File: src/rtl/cmul_pkg.sv
// cmul_pkg: shared constants and helpers for the complex multiplier.
// Rounding mode codes and full-precision width computation.
package cmul_pkg;

  localparam int ROUND_TRUNC   = 0;
  localparam int ROUND_HALF_UP = 1;
  localparam int ROUND_CONV    = 2;

  function automatic int full_w(input int in_w, input int coef_w);
    return in_w + coef_w + 1;
  endfunction

endpackage

File: src/rtl/cmul_round_sat.sv
// cmul_round_sat: shift by FRAC with selectable rounding, then
// clamp or wrap to OUT_W and flag out-of-range values.
module cmul_round_sat
  import cmul_pkg::*;
#(
  parameter int IW         = 33,
  parameter int FRAC       = 15,
  parameter int ROUND_MODE = ROUND_HALF_UP,
  parameter int SAT        = 1,
  parameter int OUT_W      = 16
) (
  input  logic signed [IW-1:0]    x,
  output logic signed [OUT_W-1:0] y,
  output logic                    ovf
);

  // Wide enough for the rounding carry and for any OUT_W.
  localparam int EW = IW + OUT_W + 2;
  localparam logic [EW-1:0] ONE  = EW'(1);
  localparam logic [EW-1:0] HALF = ONE << (FRAC - 1);

  logic        [EW-1:0]      xe;
  logic        [EW-1:0]      rnd;
  logic        [EW-1:0]      sum;
  logic signed [EW-1:0]      sh;
  logic        [EW-OUT_W:0]  hi;

  // Round, shift, then range-check the bits above the OUT_W sign bit.
  always_comb begin
    xe  = {{(EW-IW){x[IW-1]}}, x};
    rnd = '0;
    if (ROUND_MODE == ROUND_HALF_UP) begin
      rnd = HALF;
    end else if (ROUND_MODE == ROUND_CONV) begin
      rnd = HALF - ONE + {{(EW-1){1'b0}}, x[FRAC]};
    end
    sum = xe + rnd;
    sh  = $signed(sum) >>> FRAC;
    hi  = sh[EW-1:OUT_W-1];
    ovf = !((&hi) || !(|hi));
    y   = sh[OUT_W-1:0];
    if ((SAT != 0) && ovf) begin
      y = sh[EW-1] ? {1'b1, {(OUT_W-1){1'b0}}}
                   : {1'b0, {(OUT_W-1){1'b1}}};
    end
  end

endmodule

File: src/rtl/cmul_pipe.sv
// cmul_pipe: three-stage complex multiplier with conjugation,
// rounding, saturation and a single global pipeline enable.
module cmul_pipe
  import cmul_pkg::*;
#(
  parameter int IN_W       = 16,
  parameter int COEF_W     = 16,
  parameter int OUT_W      = 16,
  parameter int FRAC       = 15,
  parameter int ROUND_MODE = ROUND_HALF_UP,
  parameter int SAT        = 1
) (
  input  logic                     clk,
  input  logic                     rst,
  input  logic                     in_valid,
  output logic                     in_ready,
  input  logic signed [IN_W-1:0]   a_re,
  input  logic signed [IN_W-1:0]   a_im,
  input  logic signed [COEF_W-1:0] b_re,
  input  logic signed [COEF_W-1:0] b_im,
  input  logic                     in_conj,
  input  logic                     in_last,
  output logic                     out_valid,
  input  logic                     out_ready,
  output logic signed [OUT_W-1:0]  out_re,
  output logic signed [OUT_W-1:0]  out_im,
  output logic                     out_last,
  output logic                     out_ovf,
  output logic                     ovf_sticky,
  input  logic                     ovf_clr
);

  localparam int PW = IN_W + COEF_W;
  localparam int FW = full_w(IN_W, COEF_W);

  logic en;

  logic s1_v_q, s1_v_d, s1_conj_q, s1_conj_d;
  logic s1_last_q, s1_last_d;
  logic signed [IN_W-1:0]   ar_q, ar_d, ai_q, ai_d;
  logic signed [COEF_W-1:0] br_q, br_d, bi_q, bi_d;

  logic s2_v_q, s2_v_d, s2_conj_q, s2_conj_d;
  logic s2_last_q, s2_last_d;
  logic signed [PW-1:0] rr_q, rr_d, ii_q, ii_d;
  logic signed [PW-1:0] ri_q, ri_d, ir_q, ir_d;

  logic s3_v_q, s3_v_d, last_q, last_d;
  logic ovf_q, ovf_d, sticky_q, sticky_d;
  logic signed [OUT_W-1:0] re_q, re_d, im_q, im_d;

  logic signed [FW-1:0]    re_full, im_full;
  logic signed [OUT_W-1:0] re_y, im_y;
  logic                    re_ovf, im_ovf;

  assign in_ready   = en;
  assign out_valid  = s3_v_q;
  assign out_re     = re_q;
  assign out_im     = im_q;
  assign out_last   = last_q;
  assign out_ovf    = ovf_q;
  assign ovf_sticky = sticky_q;

  // S1 operand capture and S2 partial products, both gated by en.
  always_comb begin
    en        = !s3_v_q || out_ready;
    s1_v_d    = s1_v_q;
    s1_conj_d = s1_conj_q;
    s1_last_d = s1_last_q;
    ar_d      = ar_q;
    ai_d      = ai_q;
    br_d      = br_q;
    bi_d      = bi_q;
    s2_v_d    = s2_v_q;
    s2_conj_d = s2_conj_q;
    s2_last_d = s2_last_q;
    rr_d      = rr_q;
    ii_d      = ii_q;
    ri_d      = ri_q;
    ir_d      = ir_q;
    if (en) begin
      s1_v_d    = in_valid;
      s1_conj_d = in_conj;
      s1_last_d = in_last;
      ar_d      = a_re;
      ai_d      = a_im;
      br_d      = b_re;
      bi_d      = b_im;
      s2_v_d    = s1_v_q;
      s2_conj_d = s1_conj_q;
      s2_last_d = s1_last_q;
      rr_d = $signed({{COEF_W{ar_q[IN_W-1]}}, ar_q})
           * $signed({{IN_W{br_q[COEF_W-1]}}, br_q});
      ii_d = $signed({{COEF_W{ai_q[IN_W-1]}}, ai_q})
           * $signed({{IN_W{bi_q[COEF_W-1]}}, bi_q});
      ri_d = $signed({{COEF_W{ar_q[IN_W-1]}}, ar_q})
           * $signed({{IN_W{bi_q[COEF_W-1]}}, bi_q});
      ir_d = $signed({{COEF_W{ai_q[IN_W-1]}}, ai_q})
           * $signed({{IN_W{br_q[COEF_W-1]}}, br_q});
    end
  end

  // Conjugation picks add vs subtract so b is never negated.
  always_comb begin
    if (s2_conj_q) begin
      re_full = {rr_q[PW-1], rr_q} + {ii_q[PW-1], ii_q};
      im_full = {ir_q[PW-1], ir_q} - {ri_q[PW-1], ri_q};
    end else begin
      re_full = {rr_q[PW-1], rr_q} - {ii_q[PW-1], ii_q};
      im_full = {ri_q[PW-1], ri_q} + {ir_q[PW-1], ir_q};
    end
  end

  cmul_round_sat #(
    .IW(FW), .FRAC(FRAC), .ROUND_MODE(ROUND_MODE),
    .SAT(SAT), .OUT_W(OUT_W)
  ) u_rs_re (
    .x(re_full), .y(re_y), .ovf(re_ovf)
  );

  cmul_round_sat #(
    .IW(FW), .FRAC(FRAC), .ROUND_MODE(ROUND_MODE),
    .SAT(SAT), .OUT_W(OUT_W)
  ) u_rs_im (
    .x(im_full), .y(im_y), .ovf(im_ovf)
  );

  // S3 output register and sticky overflow; a new overflow beats clear.
  always_comb begin
    s3_v_d   = s3_v_q;
    last_d   = last_q;
    ovf_d    = ovf_q;
    re_d     = re_q;
    im_d     = im_q;
    sticky_d = sticky_q;
    if (en) begin
      s3_v_d = s2_v_q;
      last_d = s2_last_q;
      ovf_d  = re_ovf || im_ovf;
      re_d   = re_y;
      im_d   = im_y;
    end
    if (ovf_clr) begin
      sticky_d = 1'b0;
    end
    if (s3_v_q && out_ready && ovf_q) begin
      sticky_d = 1'b1;
    end
  end

  // Pipeline state; reset discards everything in flight.
  always_ff @(posedge clk or posedge rst) begin
    if (rst) begin
      s1_v_q    <= 1'b0;
      s1_conj_q <= 1'b0;
      s1_last_q <= 1'b0;
      ar_q      <= '0;
      ai_q      <= '0;
      br_q      <= '0;
      bi_q      <= '0;
      s2_v_q    <= 1'b0;
      s2_conj_q <= 1'b0;
      s2_last_q <= 1'b0;
      rr_q      <= '0;
      ii_q      <= '0;
      ri_q      <= '0;
      ir_q      <= '0;
      s3_v_q    <= 1'b0;
      last_q    <= 1'b0;
      ovf_q     <= 1'b0;
      re_q      <= '0;
      im_q      <= '0;
      sticky_q  <= 1'b0;
    end else begin
      s1_v_q    <= s1_v_d;
      s1_conj_q <= s1_conj_d;
      s1_last_q <= s1_last_d;
      ar_q      <= ar_d;
      ai_q      <= ai_d;
      br_q      <= br_d;
      bi_q      <= bi_d;
      s2_v_q    <= s2_v_d;
      s2_conj_q <= s2_conj_d;
      s2_last_q <= s2_last_d;
      rr_q      <= rr_d;
      ii_q      <= ii_d;
      ri_q      <= ri_d;
      ir_q      <= ir_d;
      s3_v_q    <= s3_v_d;
      last_q    <= last_d;
      ovf_q     <= ovf_d;
      re_q      <= re_d;
      im_q      <= im_d;
      sticky_q  <= sticky_d;
    end
  end

endmodule

File: config.mk
export PLATFORM = sky130hd
export DESIGN_NAME = cmul_pipe
export DESIGN_NICKNAME = d
export VERILOG_FILES = /design/src/rtl/cmul_pkg.sv /design/src/rtl/cmul_round_sat.sv /design/src/rtl/cmul_pipe.sv
export SDC_FILE = /design/constraint.sdc
export NUM_CORES = 2
export LEC_CHECK = 0
export ABC_CLOCK_PERIOD_IN_PS = 6200
export BUFFER_PORTS_ARGS = -buffer_cell sky130_fd_sc_hd__clkbuf_2
export CAP_MARGIN = 20
export CORE_MARGIN = 2
export CORE_UTILIZATION = 60
export DETAILED_ROUTE_END_ITERATION = 8
export PLACE_DENSITY_LB_ADDON = 0.1
export SLEW_MARGIN = 20
export SYNTH_ARGS = -nofsm -noshare
export SYNTH_HDL_FRONTEND = slang
export SYNTH_SLANG_ARGS = --single-unit
File: constraint.sdc
create_clock -name clk -period 6.2 [get_ports clk]
set_input_delay 0.31 -clock clk [delete_from_list [all_inputs] [get_ports clk]]
set_output_delay 0.31 -clock clk [all_outputs]
set_load 0.05 [all_outputs]
==> summary.txt <==
Status
  – Status: finished with violations
  – Failing checks: setup timing

Route
  – Total length of routed wires: roughly 150 mm
  – Top Metal Used: met4
  – Drt pass-1 iters: 8
  – Via density: 5.47
  – Met2 wire len: between 60 and 70 mm
  – DR iter-0 viols: between 3000 and 4000
  – DR vias: around 42000
  – Met1 wire length: about 61 mm
  – Routed length on met3: ~11 mm
  – Post-route ant nets: 0
  – Routed WL per cell: 19.4 µm
  – DRC viols: 0

Logic synthesis
  – Yosys reg bits: 234
  – Cell Area, Synth: approximately 53000 µm²
  – Main flop type after synthesis: dfrtp_1
  – Post-synth EDFFs: 0
  – Seq/Total Area, Yosys: between 10% and 20%
  – Ys async rst share: 100%
  – Synth Instances: 5930
  – Yosys Warn Count: 0
  – Mapped Nets: between 7000 and 8000
  – Post-synthesis average cell area: approximately 8.9 µm²
  – Number of library cell types mapped by synthesis: 87

GRT
  – Total Routing Usage GR: between 30% and 40%
  – Initial antenna violation count: 5
  – Overflow after GRT: 0
  – Pin count of the biggest net entering global routing: 199
  – Number of global-route vias before repair: roughly 44000
  – First-pass GRT wire length: 239 mm

Setup path
  – CP max FO: 11
  – Worst Setup Path Type: flop to flop
  – CP endpoint kind: flop
  – Slowest stage delay, CP: between 600 and 700 ps
  – Worst EP arrival: ~7000 ps
  – Critical Path RT: between 6000 and 7000 ps
  – Crit path launch type: flop
  – Worst path most repeated cell: fa_1
  – Worst reg2reg path depth: 25
  – Crit path max-delay cell type: fa_1

STA
  – Setup TNS: -5250 ps
  – Final period util: 106%
  – Clock skew: about 33 ps
  – Fin crit period: roughly 6600 ps
  – Max_slew headroom: 29.8%
  – Slew Limit Fails: 0
  – RSZ-0062 raised after global routing: true
  – Fin worst setup slack: -356 ps
  – Endpoints failing hold: 0
  – Slew @ Worst Pin: 1050 ps
  – Max Clock Freq: between 0.15 and 0.2 GHz
  – Finish-stage setup viols: 31

Clocking
  – H-tree depth: 2
  – CTS tree: yes
  – Clk root buf: clkbuf_16
  – Worst skew pair latency: 610 ps
  – CTS clock-pin slew for the worst setup and hold paths: approximately 70 ps
  – Clock tree buffer depth: 3
  – Num CTS Buffers: 35
  – CTS sink count: ~230

Final layout
  – Most frequent cells in the layout: inv_1 (1125), fa_1 (1031), nand2_1 (872), buf_4 (495), and2_1 (487)
  – Fill cells: 6856
  – Non-Filler Instances: 7631
  – Area of the multi-input gates: approximately 43000 µm²
  – Commonest non-fill, non-tap cell in the layout: inv_1
  – Net total in the final layout: about 8000
  – Sequential cell area: 5870 µm²
  – Share of cells above drive strength 1: between 10% and 20%
  – Layout area overhead: 17.2%

Placement
  – Placer Congestion: 0.938
  – # placed instances: about 7500
  – Pre-CTS WS: -466 ps
  – Port bufs: approximately 110
  – DPL Wire Length: ~120 mm

Die
  – Core Area: approximately 87000 µm²
  – Die H: around 300 µm
  – Die footprint: 90200 µm²
  – Chip width: approximately 300 µm
  – Std cell rows: 108
  – IO Pins: about 110
  – Initial core utilization: approximately 61%

Hold path
  – HP Class: primary input to flop
  – Hold Crit Depth: 3

Job
  – Max-Cap Viols: 0
-- worst max-delay path: cells and delay by family (launching register included) --
family / cells / cell delay (ps)
fa+ha+maj: 7 / 3410
compound gates: 6 / 1170
simple gates: 5 / 840
buf+inv: 6 / 460
flops: 1 / 370
mux: 1 / 180
-- Yosys cell counts (all sizes together), types with 4 or more instances --
| cell type | n | share of area, % |
|---|---|---|
| nand2b | 42 | 0.50 |
| a311oi | 15 | 0.34 |
| a41o | 4 | 0.076 |
| o21bai | 18 | 0.26 |
| nor4b | 4 | 0.067 |
| o21a | 22 | 0.31 |
| dfrtp | 234 | 11 |
| a21o | 51 | 0.73 |
| ha | 394 | 9.4 |
| o31ai | 12 | 0.17 |
| nor3b | 6 | 0.095 |
| mux2i | 4 | 0.076 |
| o21ai | 145 | 1.4 |
| nor4 | 17 | 0.21 |
| a21boi | 6 | 0.086 |
| o211ai | 8 | 0.11 |
| a31oi | 29 | 0.40 |
| a2111oi | 6 | 0.18 |
| o22ai | 5 | 0.059 |
| a211o | 10 | 0.17 |
| nand4 | 20 | 0.24 |
| buf | 14 | 0.14 |
| xor2 | 101 | 1.7 |
| o211a | 4 | 0.076 |
| or3 | 16 | 0.19 |
| and2 | 505 | 6.0 |
| inv | 1159 | 8.3 |
| or4 | 4 | 0.057 |
| and3 | 19 | 0.24 |
| nand3 | 47 | 0.45 |
| nand2 | 880 | 6.3 |
| a21oi | 211 | 2.0 |
| or2 | 9 | 0.11 |
| clkbuf | 251 | 1.8 |
| nor3 | 48 | 0.48 |
| o311ai | 4 | 0.067 |
| a41oi | 5 | 0.083 |
| fa | 1048 | 40 |
| a211oi | 39 | 0.57 |
| xnor2 | 154 | 2.6 |
| nor2 | 293 | 2.1 |
| nor2b | 13 | 0.15 |
| a221oi | 4 | 0.078 |
-- area by class of cell --
type	instances	area share, %
Multi-Input combinational cell	4270	68.9
Timing Repair Buffer	747	10.3
Sequential cell	234	9.51
Inverter	1161	7.08
Tap cell	1155	2.34
Antenna cell	2	0.00810
Clock buffer	45	1.54
Clock inverter	17	0.292
-- routing by layer --
metal / GRT usage, % / up-vias
li1: - / 19100
met1: 47.1 / 21100
met2: 54.9 / 1319
met3: 5.61 / 263
met4: 13.2 / 0
met5: 0 / -
-- repair_timing --
action	CTS	global route
gates resized for setup	116	185
pin swaps	66	117
setup buffers	38	28
hold buffers	51	0
setup endpoints to repair	42	81
gates cloned	2	1
hold endpoints to repair	88	0
-- per-stage QoR --
| step | util, % | hold slack (ps) | area (µm²) |
|---|---|---|---|
| 6_report | 71.1 | 23.4 | 61800 |
| 5_1_grt | 71.1 | 22.2 | 61800 |
| 4_1_cts | 70.0 | 5.01 | 60800 |
| 3_5_place_dp | 67.2 | 449 | 58400 |
| 3_3_place_gp | 67.2 | 444 | 58400 |
| 2_1_floorplan | - | 418 | 52800 |
-- cell families (layout without fill, tap and decap cells) --
kind of cell             after synthesis  after routing  share of synthesized area (%)
AO/OA/AOI/OAI                        631            631                           7.76
XOR/XNOR                             255            255                           4.25
adder cells (fa/ha/maj)             1442           1442                           49.2
buffers and inverters               1426           1970                           10.2
flip-flops                           234            234                           11.1
multiplexers                           5              5                         0.0974
other                                  0              2                              0
AND/OR/NAND/NOR                     1937           1937                           17.4
-- final timing paths --
check | startpoint | to | slack (ps)
hold reg to reg | s2_last_q$_DFFE_PP0P_ | s2_last_q$_DFFE_PP0P_ | 470
min in group asynchronous | rst | out_im[3]$_DFFE_PP0P_ | 460
max in group asynchronous | rst | bi_q[2]$_DFFE_PP0P_ | 4150
setup / recovery | ar_q[7]$_DFFE_PP0P_ | rr_q[31]$_DFFE_PP0P_ | -360
hold / removal | b_im[6] | bi_q[6]$_DFFE_PP0P_ | 20
setup reg to reg | ar_q[7]$_DFFE_PP0P_ | rr_q[31]$_DFFE_PP0P_ | -360
-- state kept, by name, summed over array words and instances (netlist names), 32 cells and up --
signal  count
rr_q       32
ir_q       32
ri_q       32
ii_q       32
Power is not shown: default switching activity piles up to over one toggle a cycle in this logic, so the estimate is an artifact.
